==> src/rtl/audio_pkg.sv <==
// audio_pkg: shared widths, sample type, FSM states and saturation helper for the audio front end.
package audio_pkg;
  localparam int W = 32;
  localparam int N = 100;
  localparam int SW = $clog2(W);
  localparam int CW = $clog2(N + 1);
  typedef logic signed [W-1:0] sample_t;
  typedef enum logic [2:0] {IDLE, ABS, NORM, STREAM, FIN} state_t;
  localparam sample_t SAT_MAX = {1'b0, {(W-1){1'b1}}};
  localparam sample_t SAT_MIN = {1'b1, {(W-1){1'b0}}};
  // in range exactly when the bits above the result's sign bit are all copies of it
  function automatic sample_t sat(input logic [2*W-1:0] v);
    return (&v[2*W-1:W-1] || ~|v[2*W-1:W-1]) ? sample_t'(v[W-1:0]) : (v[2*W-1] ? SAT_MIN : SAT_MAX);
  endfunction
endpackage

==> src/rtl/audio_norm_shift_calc.sv <==
// audio_norm_shift_calc: finds the frame peak magnitude, then walks the left-shift up one bit per cycle.
module audio_norm_shift_calc
  import audio_pkg::*;
#(
  parameter int HEADROOM = 1
) (
  input  logic          clk,
  input  logic          reset,
  input  logic          start,
  input  sample_t       mx,
  input  sample_t       mn,
  output logic          done,
  output logic [SW-1:0] shift
);
  localparam logic [2*W-1:0] T = (2*W)'(1) << (W - 1 - HEADROOM);
  localparam logic [SW-1:0] KMAX = SW'(W - 2);
  logic [W:0] ax, an, peak_c, peak;
  logic [SW-1:0] k, k1;
  logic run, grow;
  // one extra bit keeps |-2^(W-1)| representable
  always_comb begin
    ax = mx[W-1] ? -{mx[W-1], mx} : {mx[W-1], mx};
    an = mn[W-1] ? -{mn[W-1], mn} : {mn[W-1], mn};
    peak_c = ax > an ? ax : an;
    k1 = k + 1'b1;
    grow = (({{(W-1){1'b0}}, peak} << k1) < T) && (k < KMAX);
    done = start ? (peak_c == '0) : (run && !grow);
  end
  always_ff @(posedge clk) begin
    if (reset) begin
      run <= 1'b0;
      k <= '0;
      peak <= '0;
      shift <= '0;
    end else if (start) begin
      peak <= peak_c;
      k <= '0;
      run <= peak_c != '0;
      if (peak_c == '0) shift <= '0;
    end else if (run) begin
      if (grow) k <= k1;
      else begin
        shift <= k;
        run <= 1'b0;
      end
    end
  end
endmodule

==> src/rtl/audio_peak_normalizer.sv <==
// audio_peak_normalizer: per-frame peak normalisation; searches a gain shift, then streams the frame through with saturation.
module audio_peak_normalizer
  import audio_pkg::*;
#(
  parameter int HEADROOM = 1
) (
  input  logic          clk,
  input  logic          reset,
  input  logic          mm_done,
  input  sample_t       in_max,
  input  sample_t       in_min,
  input  logic          s_valid,
  output logic          s_ready,
  input  sample_t       s_data,
  output logic          m_valid,
  input  logic          m_ready,
  output sample_t       m_data,
  output logic [SW-1:0] shift,
  output logic          busy,
  output logic          done
);
  localparam logic [CW-1:0] NC = CW'(N);
  state_t state, nxt;
  sample_t lat_max, lat_min;
  logic [CW-1:0] count;
  logic calc_done;
  logic [2*W-1:0] shifted;
  audio_norm_shift_calc #(.HEADROOM(HEADROOM)) u_calc (
    .clk(clk),
    .reset(reset),
    .start(state == ABS),
    .mx(lat_max),
    .mn(lat_min),
    .done(calc_done),
    .shift(shift)
  );
  always_ff @(posedge clk) state <= reset ? IDLE : nxt;
  // only one output is ever in flight, so count==N with a handshake is the last one
  always_comb begin
    nxt = state;
    case (state)
      IDLE:      nxt = mm_done ? ABS : IDLE;
      ABS, NORM: nxt = calc_done ? STREAM : NORM;
      STREAM:    nxt = (count == NC && m_valid && m_ready) ? FIN : STREAM;
      FIN:       nxt = IDLE;
      default:   nxt = IDLE;
    endcase
  end
  always_comb begin
    busy = state != IDLE;
    done = state == FIN;
    s_ready = state == STREAM && count < NC && (!m_valid || m_ready);
    shifted = {{W{s_data[W-1]}}, s_data} << shift;
  end
  always_ff @(posedge clk) begin
    if (reset) begin
      lat_max <= '0;
      lat_min <= '0;
      count <= '0;
      m_valid <= 1'b0;
      m_data <= '0;
    end else begin
      if (state == IDLE && mm_done) begin
        lat_max <= in_max;
        lat_min <= in_min;
      end
      if (state != STREAM) count <= '0;
      if (s_valid && s_ready) begin
        m_data <= sat(shifted);
        m_valid <= 1'b1;
        count <= count + 1'b1;
      end else if (m_valid && m_ready) m_valid <= 1'b0;
    end
  end
endmodule

==> config.mk <==
export PLATFORM = sky130hd
export DESIGN_NAME = audio_peak_normalizer
export DESIGN_NICKNAME = d
export VERILOG_FILES = /design/src/rtl/audio_pkg.sv /design/src/rtl/audio_norm_shift_calc.sv /design/src/rtl/audio_peak_normalizer.sv
export SDC_FILE = /design/constraint.sdc
export NUM_CORES = 1
export LEC_CHECK = 0
export ABC_CLOCK_PERIOD_IN_PS = 6180
export CORE_ASPECT_RATIO = 1.75
export CORE_MARGIN = 8
export CORE_UTILIZATION = 58
export DETAILED_ROUTE_END_ITERATION = 16
export HOLD_SLACK_MARGIN = 0.12
export PLACE_DENSITY = 0.84
export SLEW_MARGIN = 20
export SYNTH_ARGS = -nofsm -noshare
export SYNTH_HDL_FRONTEND = slang
export SYNTH_SLANG_ARGS = --single-unit
==> constraint.sdc <==
create_clock -name clk -period 6.18 [get_ports clk]
set_input_delay 0.618 -clock clk [delete_from_list [all_inputs] [get_ports clk]]
set_output_delay 0.618 -clock clk [all_outputs]
set_load 0.01 [all_outputs]
==> results.md, run 1 <==
- Sequential share of the synthesized area: about a quarter
- Resized cells post-CTS: 0
- Post-layout min period: about 5.3 ns
- IO buf count: 141
- Max VDD drop: around 0.00027 V
- Worst r2r dst: u_calc.shift[0]
- Setup crit start kind: flop
- Synthesized area per cell: ~7.7 um2
- Non-Filler Instances: 1900
- Worst Hold End: u_calc.peak[32]
- Synth Warn #: 0
- HP Start: u_calc.peak[32]
- Yosys top cell by area: dfxtp_1
- Final instance area: ~14000 um2
- Rel. slew slack: 33.0%
- Initial antenna violation count: 0
- Critical Path Fanout Max: 13
- Vias: approximately 12000
- Cell Area, Synth: roughly 12000 um2
- Drt drc: 0
- Overall Power: roughly 3.3 mW
- Hpwl dp: approximately 32000 um
- Vias in the first global route: between 10000 and 15000
- Largest net degree at the start of global routing: 85
- Clk_lat worst skew: around 0.45 ns
- DR pass1 iterations: 6
- FFs w/ async S/R, synth: 0%
- Most common cell after layout, fill and taps aside: nand2_1
- Worst hold slack: approximately 0.46 ns
- FF-to-FF setup slack: approximately 0.9 ns
- Chip Height: just over 200 um
- # Post-CTS Setup Buffers: 0
- Share of cells above drive strength 1: a little under a tenth
- CTS buffer count: 17
- Highest clock rate: ~190 MHz
- # rows: 70
- IO Count: 142
- CP arrival: roughly 5.6 ns
- Status: completed
- Most frequent cells in the layout: 299 x nand2_1, 147 x dfxtp_1, 140 x clkdlybuf4s50_1
- Synth top area share: about a quarter
- Area contributors post-synth: dfxtp_1 25%, nand2_1 9.3%, mux4_2 8.5%
- Die Wd: 125 um
- Root Buffer: clkbuf_16
- DP Cell Count: between 1500 and 2000
- Pleak: 5.12 nW
- Crit path from: lat_max[6]
- GP Congestion: between 1 and 1.5
- Req. time, crit path: roughly 6.5 ns
- Worst r2r path cells: 15
- # diodes: 0
- Syn nets: about 1700
- Final period util: a little under nine tenths
- Cells after Synth: 1570
- TritonCTS clock tree: yes
- P&R area growth vs syn: 17.1%
- Final ANT Viol Nets: 0
- Fillers: 1779
- RR Startpoint: lat_max[6]
- Core area: between 20000 and 25000 um2
- Final Hold Viols: 0
- GR Overflow Total: 0
- Die ar.: about 26000 um2
- Post-synth top flop: dfxtp_1
- Routed len/inst: 21.7 um
- Global router's overall resource usage: roughly a third
- Setup TNS: 0 ns
- Final WL: 41100 um
- First-pass GRT wire length: around 65000 um
- Critical path endpoint category: flop
- Worst setup path class: reg2reg
- Layout Nets: ~1800
- Clk slew on worst S/H paths: approximately 0.070 ns
- Vias per cell: 6.57
- EDFF count, synth: 0
- Hold Path Class: reg2reg
- Netlist cell types: 80
- Register bit count reported by yosys: 151
- RSZ-0062 raised after global routing: no
- Hold-critical path depth: 1
- Pwr Density: roughly 230 nW/um2
- Hold bufs inserted after CTS: 0
- Iter 0 DRT Violations: 1121
- Final setup viols: 0
- Slew Viols, Final: 0
- Htree depth: 4
- CTS sink count: around 150
- Initial Util: roughly three fifths
- Placed instance area: ~14000 um2
- CTS Buffer Depth: 2
- Measured slew at the worst slew-check pin: approximately 0.99 ns
- Final setup skew: 0.0106 ns
- Max-Cap Viols: 0
==> area by class of cell <==
type,instances,area [um2],share of cell area [%]
clock inverters,10,143,1.00
inverters,40,150,1.06
flip-flops and latches,151,3030,21.3
well taps,252,315,2.22
multi-input cells,1257,8480,59.7
clock buffers,22,484,3.41
repair buffers,168,1610,11.3
==> cells in the mapped netlist (5+ instances only) <==
library cell  count
a22oi_1          10
nor3_1           33
buf_1            16
a31oi_1          10
mux4_2           46
a32oi_1           8
o31ai_1          13
nand3b_1          5
or4_1            14
a21o_1            7
nand2_1         300
and3_1            9
clkbuf_1         86
o21ai_0          56
buf_4             7
ha_1             38
nor2_1          109
a21oi_1         135
nand2b_1         18
a211oi_1         49
o211ai_1         34
or3_1            11
and2_1           12
dfxtp_1         151
or2_2             7
mux2_2           20
a221oi_1          6
o22ai_1          12
o41ai_1          11
nand4_1          21
o22a_1            5
nor4_1           16
mux2i_1          55
buf_2            12
inv_1            38
xor2_1           37
nor2b_1          12
nand3_1          33
xnor2_1          28
==> sequential cells by signal (all words and copies together) (netlist names) <==
register / flops
m_data: 32
state: 3
count: 7
m_valid: 1
lat_min: 32
u_calc.peak: 33
lat_max: 32
u_calc.run: 1
u_calc.shift: 5
u_calc.k: 5
==> critical path, stage by stage (launching register included) <==
cell and delay, ns:
dfxtp_1 0.37, nor3_1 0.38, nand4_1 0.47, or4_1 0.81, o41ai_4 0.27, xnor2_1 0.15, ha_1 0.34, nand4_1 0.19
nor4_1 0.60, nand2_1 0.13, o2111ai_1 0.31, o21ai_4 0.12, nor4_1 0.26, a31oi_1 0.18, o21ai_2 0.39, mux2i_1 0.22
==> how the worst max path moves through the flow <==
stage                     slack, ns               to  cells after the start
after floorplan                1.77  u_calc.shift[0]                     17
after global placement         1.11  u_calc.shift[1]                     15
after detailed placement       1.04  u_calc.shift[0]                     14
after CTS                      1.03  u_calc.shift[0]                     15
after global routing           0.48  u_calc.shift[0]                     15
final                          0.90  u_calc.shift[0]                     15
==> power breakdown <==
part	internal, mW	total [mW]	switching (mW)
registers	1.04	1.12	0.0850
clock network	0.678	1.11	0.428
logic	0.420	1.05	0.628
==> cell families after synthesis <==
kind of cell,synth area share [%]
AND/OR/NAND/NOR,23.5
AO/OA/AOI/OAI,22.6
buffers and inverters,5.41
flip-flops,24.9
multiplexers,14.9
XOR/XNOR,4.69
adder cells (fa/ha/maj),3.92
other,0.0619
==> layer usage <==
layer	up-vias	GRT usage, %	part of all wire (%)
met5	-	0	0
met4	0	23.8	7.7
met3	183	5.84	5.1
met2	554	59.7	54
met1	5836	29.2	33
li1	5915	-	-
==> stage by stage <==
step | setup WS [ns] | utilization, %
floorplan | 1.77 | -
global placement | 1.11 | 65.4
detailed placement | 1.04 | 65.4
CTS | 1.03 | 68.4
global route | 0.479 | 68.5
finish | 0.901 | 68.5
No activity file was read; power rests on OpenSTA's default activity.
==> inputs of run 2 (changes only) <==
- ABC_AREA: unset -> 1
- CORE_MARGIN: 8 -> unset
==> run 2 against run 1 <==
Compared with the run above: sequential power is 6% higher; flip-flop and latch count stayed put; clock-buffer cell count is 3 lower; clock skew is 0.00085 ns lower; die area is 19% lower; power is 61% higher; sequential share of layout area is 0.60 points higher; maximum frequency is 7.4% higher; setup slack better by 0.36 ns; register-to-register slack better by 0.36 ns; final area is 2.9% lower; largest power group is now combinational logic; highest routed layer unchanged.
==> results.md, run 2 <==
- Sw Ratio: 50.3% (+15 points)
- Syn nets: 2167 (+27%)
- Pwr Density: 381 nW/um2 (+65%)
- Clock power frac: 19.2% (-15 points)
- GR Overflow Total: 0 (unchanged)
- CP arrival: 5.27 ns (-0.37 ns)
- Status: completed
- Netlist cell types: 48 (-40%)
- Die ar.: 21200 um2 (-19%)
- EDFF count, synth: 0 (unchanged)
- Vias per cell: 5.77 (-12%)
- Initial antenna violation count: 0 (unchanged)
- Slew Viols, Final: 0 (unchanged)
- Final ANT Viol Nets: 0 (unchanged)
- Final WL: 40600 um (-1.4%)
- CTS Buffer Depth: 2 (unchanged)
- Setup TNS: 0 ns (unchanged)
- Comb pwr share: 58.1% (+26 points)
- Req. time, crit path: 6.54 ns (about the same)
- Chip Height: 192 um (-7.6%)
- Post-synth top flop: dfxtp_1
- Clk_lat worst skew: 0.45 ns (about the same)
- Critical Path Fanout Max: 34 (+21)
- Register bit count reported by yosys: 151 (unchanged)
- Synthesized area per cell: 5.88 um2 (-24%)
- Post-layout util: 68.3% (-0.17 points)
- Hold Path Class: reg2reg
- Non-Filler Instances: 2350 (+24%)
- Die Wd: 110 um (-12%)
- IO Count: 142 (unchanged)
- Vias in the first global route: 12996 (+5.8%)
- DP Cell Count: 2319 (+24%)
- Share of cells above drive strength 1: 3.19% (-6.0 points)
- Setup crit start kind: flop
- Rel. slew slack: 30.2% (-2.8 points)
- Worst hold slack: 0.446 ns (-0.0183 ns)
- Int Pwr: 2.62 mW (+23%)
- Layout Nets: 2229 (+26%)
- Placed instance area: 13200 um2 (-2.5%)
- Largest net degree at the start of global routing: 80 (-5.9%)
- Global router's overall resource usage: 38.0% (+6.4 points)
- Synth Warn #: 0 (unchanged)
- Cells after Synth: 2028 (+29%)
- Clk slew on worst S/H paths: 0.07 ns (about the same)
- IO buf count: 141 (unchanged)
- Max VDD drop: 0.000331 V (+21%)
- Critical path endpoint category: flop
- P&R area growth vs syn: 15.7%
- Largest stage delay, worst path: 0.47 ns (-0.34 ns)
- Htree depth: 4 (unchanged)
- Pleak: 6.19 nW (+21%)
- Cell Area, Synth: 11900 um2 (-1.7%)
- Most used cell along the critical path: nand2_1
- DR pass1 iterations: 6 (unchanged)
- Area contributors post-synth: dfxtp_1 25%, nand2_1 19%, o21ai_0 8.8%
- Final instance area: 13800 um2 (-2.9%)
- Net Sw Power: 2.64 mW (+130%)
- Iter 0 DRT Violations: 851 (-24%)
- Hpwl dp: 32000 um (+0.15%)
- GP Congestion: 1.03 (+0.39%)
- Synth top area share: 25.3% (+0.44 points)
- Most numerous cell in the Yosys netlist: nand2_1
- Slowest-stage cell, CP: nand2_2
- Sequential power share: 22.7% (-12 points)
- Most frequent cells after synthesis: 596 x nand2_1, 209 x o21ai_0, 180 x inv_1, 180 x nor2_1, 151 x dfxtp_1
- Dpl ws: 1.31 ns (+0.270 ns)
- Sequential share of the synthesized area: 25.3% (+0.44 points)
- Most frequent cells in the layout: 596 x nand2_1, 209 x o21ai_0, 180 x nor2_1
- Final period util: 79.6% (-5.9 points)
- Root Buffer: clkbuf_16
- CTS sink count: 151 (unchanged)
- TritonCTS clock tree: yes
- First-pass GRT wire length: 63000 um (-3.3%)
- Routed len/inst: 17.3 um (-20%)
- Vias: 13565 (+8.6%)
- Final setup skew: 0.00973 ns (-0.000852 ns)
- Overall Power: 5.26 mW (+61%)
- Max FFs per register: 33 (unchanged)
- Final Hold Viols: 0 (unchanged)
- Initial Util: 59.1% (+0.57 points)
- Drt drc: 0 (unchanged)
- Hold bufs inserted after CTS: 0 (unchanged)
- Post-layout min period: 4.92 ns (-0.362 ns)
- FFs w/ async S/R, synth: 0% (unchanged)
- Core area: 20200 um2 (-2.7%)
- Measured slew at the worst slew-check pin: 1.05 ns (+0.0517 ns)
- Largest Register: u_calc.peak
- CTS buffer count: 17 (unchanged)
- Highest clock rate: 203 MHz (+7.4%)
- # Post-CTS Setup Buffers: 0 (unchanged)
- Max-Cap Viols: 0 (unchanged)
- Most common cell after layout, fill and taps aside: nand2_1
- # rows: 69 (-1.4%)
- Final setup viols: 0 (unchanged)
- Worst setup path class: reg2reg
- RSZ-0062 raised after global routing: no
- Yosys top cell by area: dfxtp_1
- # diodes: 0 (unchanged)
- Fillers: 1884 (+5.9%)
- Resized cells post-CTS: 0 (unchanged)
- Worst Setup Slack, final: 1.26 ns (+0.362 ns)
## run 2: cell types whose count changed after synthesis, moves of 28 or more
cell and delta:
a211oi_1 -49, inv_1 +142, mux2i_1 -43, mux4_2 -46
nand2_1 +296, nand3_1 +115, nor2_1 +71, nor3_1 -28
o21ai_0 +153, o21ai_1 +61
## run 2: cells by family (layout without fill, tap and decap cells)
group	count (synthesis)	count (layout)	synth area share, %
AOI/OAI and AO/OA	476	476	21.0
xor gates and xnor gates	39	39	2.93
adders and majority gates	38	38	3.99
buffers and inverters	300	374	10.3
DFF	151	151	25.3
muxes	12	12	1.01
other	2	2	0.0629
and+or+nand+nor	1010	1010	35.3
## run 2: path summary, 6_finish.rpt
check	startpoint	end	slack [ns]	cells after the start
max reg2reg	lat_max[0]	state[0]	1.26	27
max	lat_max[0]	state[0]	1.26	27
min	u_calc.peak[32]	u_calc.peak[32]	0.45	2
min reg2reg	u_calc.peak[32]	u_calc.peak[32]	0.45	2
## run 2: layout make-up
type | count | area (um2) | share of cell area, %
clock buffers | 19 | 443 | 3.21
repair buffers | 156 | 1520 | 11.0
clock inverters | 12 | 109 | 0.789
multi-input cells | 1577 | 7690 | 55.7
flip-flops and latches | 151 | 3020 | 21.9
inverters | 187 | 702 | 5.09
well taps | 248 | 310 | 2.25
## run 2: worst max-delay path, delay by kind of cell (launching register included)
kind                       cells  cell delay [ns]
buffers and inverters          2             0.50
and+or+nand+nor               21             3.07
adders and majority gates      2             0.63
AOI/OAI and AO/OA              2             0.29
DFF                            1             0.30
## run 2: power by group through the flow
stage	clock, mW	sequential, mW	combinational, mW
after CTS	1.01	1.19	2.98
after detailed placement	0	1.21	2.96
after floorplan	0	1.19	2.18
final	1.01	1.19	3.06
after global routing	1.05	1.21	3.41
after global placement	0	1.21	2.92
## run 2: metal layers
metal  wire length, um  global-route usage (%)
met1             13300                    31.7
met2             21000                    72.5
met3              1580                    5.36
met4              4720                    41.5
met5                 0                       0
==> inputs of run 3 (changes only) <==
- ABC_CLOCK_PERIOD_IN_PS: 6180 -> 5000
- clock period: 6.18 -> 5 ns (I/O delays scaled with it)
==> run 3 against run 2 <==
Compared with the run above: maximum frequency increased by 7.1%; via count decreased by 0.41%; utilization increased by 0.59 points; clock-buffer cell count unchanged; clock power increased by 34%; final area increased by 0.86%; critical path depth increased by 2; combinational power increased by 25%; worst hold slack got worse by 0.0013 ns; setup slack got worse by 0.85 ns; largest cell class unchanged; largest power group unchanged; highest routed layer unchanged.
==> results.md, run 3 (synthesized netlist as in run 2, its figures left out) <==
- Share of cells above drive strength 1: 3.46% (+0.28 points)
- # rows: 69 (unchanged)
- Max-Cap Viols: 0 (unchanged)
- Highest clock rate: 218 MHz (+7.1%)
- Die ar.: 21200 um2 (unchanged)
- Global router's overall resource usage: 37.5% (-0.46 points)
- Vias in the first global route: 13057 (+0.47%)
- Met1 usage: 33.0% (+1.4 points)
- Most common cell after layout, fill and taps aside: nand2_1
- IO buf count: 141 (unchanged)
- Largest Register: u_calc.peak
- M3 GR Usage: 4.45% (-0.92 points)
- DP Cell Count: 2323 (+0.17%)
- Clock power frac: 20.4% (+1.2 points)
- Final WL: 39800 um (-2.0%)
- Final setup skew: 0.0102 ns (+0.000489 ns)
- Die Wd: 110 um (unchanged)
- CTS Buffer Depth: 2 (unchanged)
- CTS sink count: 151 (unchanged)
- Status: completed
- Final period util: 91.8% (+12 points)
- RSZ-0062 raised after global routing: no
- Rel. slew slack: 30.9% (+0.73 points)
- Clk slew on worst S/H paths: 0.07 ns (about the same)
- Hold bufs inserted after CTS: 0 (unchanged)
- IO Count: 142 (unchanged)
- # Post-CTS Setup Buffers: 0 (unchanged)
- Slew Viols, Final: 0 (unchanged)
- Sequential power share: 22.1% (-0.6 points)
- Drt drc: 0 (unchanged)
- Vias per cell: 5.74 (-0.62%)
- Pwr Density: 476 nW/um2 (+25%)
- Hold Path Class: reg2reg
- Max FFs per register: 33 (unchanged)
- First-pass GRT wire length: 62700 um (-0.37%)
- CTS buffer count: 17 (unchanged)
- Clk_lat worst skew: 0.45 ns (about the same)
- Comb pwr share: 57.4% (-0.7 points)
- Setup crit start kind: flop
- DR pass1 iterations: 6 (unchanged)
- Critical path endpoint category: flop
- Met2 usage: 71.6% (-0.91 points)
- Net Sw Power: 3.26 mW (+23%)
- Measured slew at the worst slew-check pin: 1.03 ns (-0.0203 ns)
- Slowest-stage cell, CP: o21ai_0
- P&R area growth vs syn: 16.7%
- Initial antenna violation count: 0 (unchanged)
- Req. time, crit path: 5.34 ns (-1.20 ns)
- Max VDD drop: 0.000478 V (+44%)
- Critical Path Fanout Max: 30 (-12%)
- Top Usage Layer GRT: met2
- Hold-critical path depth: 2 (unchanged)
- Largest net degree at the start of global routing: 129 (+61%)
- Core area: 20200 um2 (unchanged)
- Layout Nets: 2234 (+0.22%)
- Chip Height: 192 um (unchanged)
- Initial Util: 59.1% (unchanged)
- GR Overflow Total: 0 (unchanged)
- Final Hold Viols: 0 (unchanged)
- Final setup viols: 0 (unchanged)
- Most used cell along the critical path: nand2_1
- Post-layout min period: 4.59 ns (-0.326 ns)
- Most frequent cells in the layout: 596 x nand2_1, 209 x o21ai_0, 180 x nor2_1
- TritonCTS clock tree: yes
- CP arrival: 4.93 ns (-0.34 ns)
- Non-Filler Instances: 2355 (+0.21%)
- Pleak: 6.25 nW (+1.1%)
- Largest stage delay, worst path: 0.40 ns (-0.07 ns)
- Htree depth: 4 (unchanged)
- Resized cells post-CTS: 0 (unchanged)
- Hpwl dp: 31000 um (-3.0%)
- Worst setup path class: reg2reg
- Root Buffer: clkbuf_16
- Final ANT Viol Nets: 0 (unchanged)
- GP Congestion: 1.07 (+3.8%)
- Vias: 13510 (-0.41%)
- Sw Ratio: 49.2% (-1.1 points)
- Setup TNS: 0 ns (unchanged)
- Worst r2r path cells: 29 (+7.4%)
- Int Pwr: 3.37 mW (+29%)
- Routed len/inst: 16.9 um (-2.2%)
- Iter 0 DRT Violations: 839 (-1.4%)
- # diodes: 0 (unchanged)
## run 3: cell count changes in the layout (fill, tap and decap cells not counted), sizes merged
| cell | before | now |
|---|---|---|
| buf | 15 | 20 |
| bufinv | 0 | 2 |
| clkinv | 4 | 5 |
| clkinvlp | 2 | 0 |
| inv | 193 | 192 |
## run 3: power by group through the flow
| stage | Combinational [mW] | Clock, mW | Sequential (mW) |
|---|---|---|---|
| 2_1_floorplan | 2.69 | 0 | 1.47 |
| 3_3_place_gp | 3.63 | 0 | 1.48 |
| 3_5_place_dp | 3.67 | 0 | 1.49 |
| 4_1_cts | 3.70 | 1.36 | 1.46 |
| 5_1_grt | 4.25 | 1.41 | 1.48 |
| 6_report | 3.81 | 1.35 | 1.46 |
## run 3: path summary, 6_finish.rpt
path / from / endpoint / slack (ns)
worst min register to register: u_calc.peak[32] / u_calc.peak[32] / 0.45
worst max-delay path: lat_min[0] / u_calc.shift[1] / 0.41
worst max register to register: lat_min[0] / u_calc.shift[1] / 0.41
worst min-delay path: u_calc.peak[32] / u_calc.peak[32] / 0.45
## run 3: cell type report
| type | count | area [um2] |
|---|---|---|
| Clock buffer | 19 | 453 |
| Clock inverter | 12 | 160 |
| Fill cell | 1945 | 6280 |
| Sequential cell | 151 | 3020 |
| Multi-Input combinational cell | 1577 | 7690 |
| Inverter | 187 | 702 |
| Tap cell | 248 | 310 |
| Timing Repair Buffer | 161 | 1580 |
## run 3: metal layers
metal | vias up | routed length, um
met1 | 6072 | 13300
met2 | 466 | 20900
met5 | - | 0
met3 | 186 | 1490
met4 | 0 | 4110
li1 | 6786 | -
## run 3: worst max-delay path, delay by kind of cell (launching register included)
kind                       cells  cell delay, ns
xor gates and xnor gates       1            0.19
and+or+nand+nor               22            2.46
buffers and inverters          3            0.55
DFF                            1            0.31
AOI/OAI and AO/OA              1            0.40
adders and majority gates      2            0.56
## run 3: metrics by stage
stage | setup WS, ns | util (%) | hold slack (ns) | power [mW] | cell area (um2)
after floorplan | 1.58 | - | 0.416 | 4.16 | 11900
after global placement | 0.636 | 65.7 | 0.423 | 5.11 | 13300
after detailed placement | 0.516 | 65.7 | 0.432 | 5.16 | 13300
after CTS | 0.498 | 68.8 | 0.441 | 6.52 | 13900
after global routing | 0.0391 | 68.9 | 0.465 | 7.13 | 13900
final | 0.409 | 68.9 | 0.445 | 6.62 | 13900
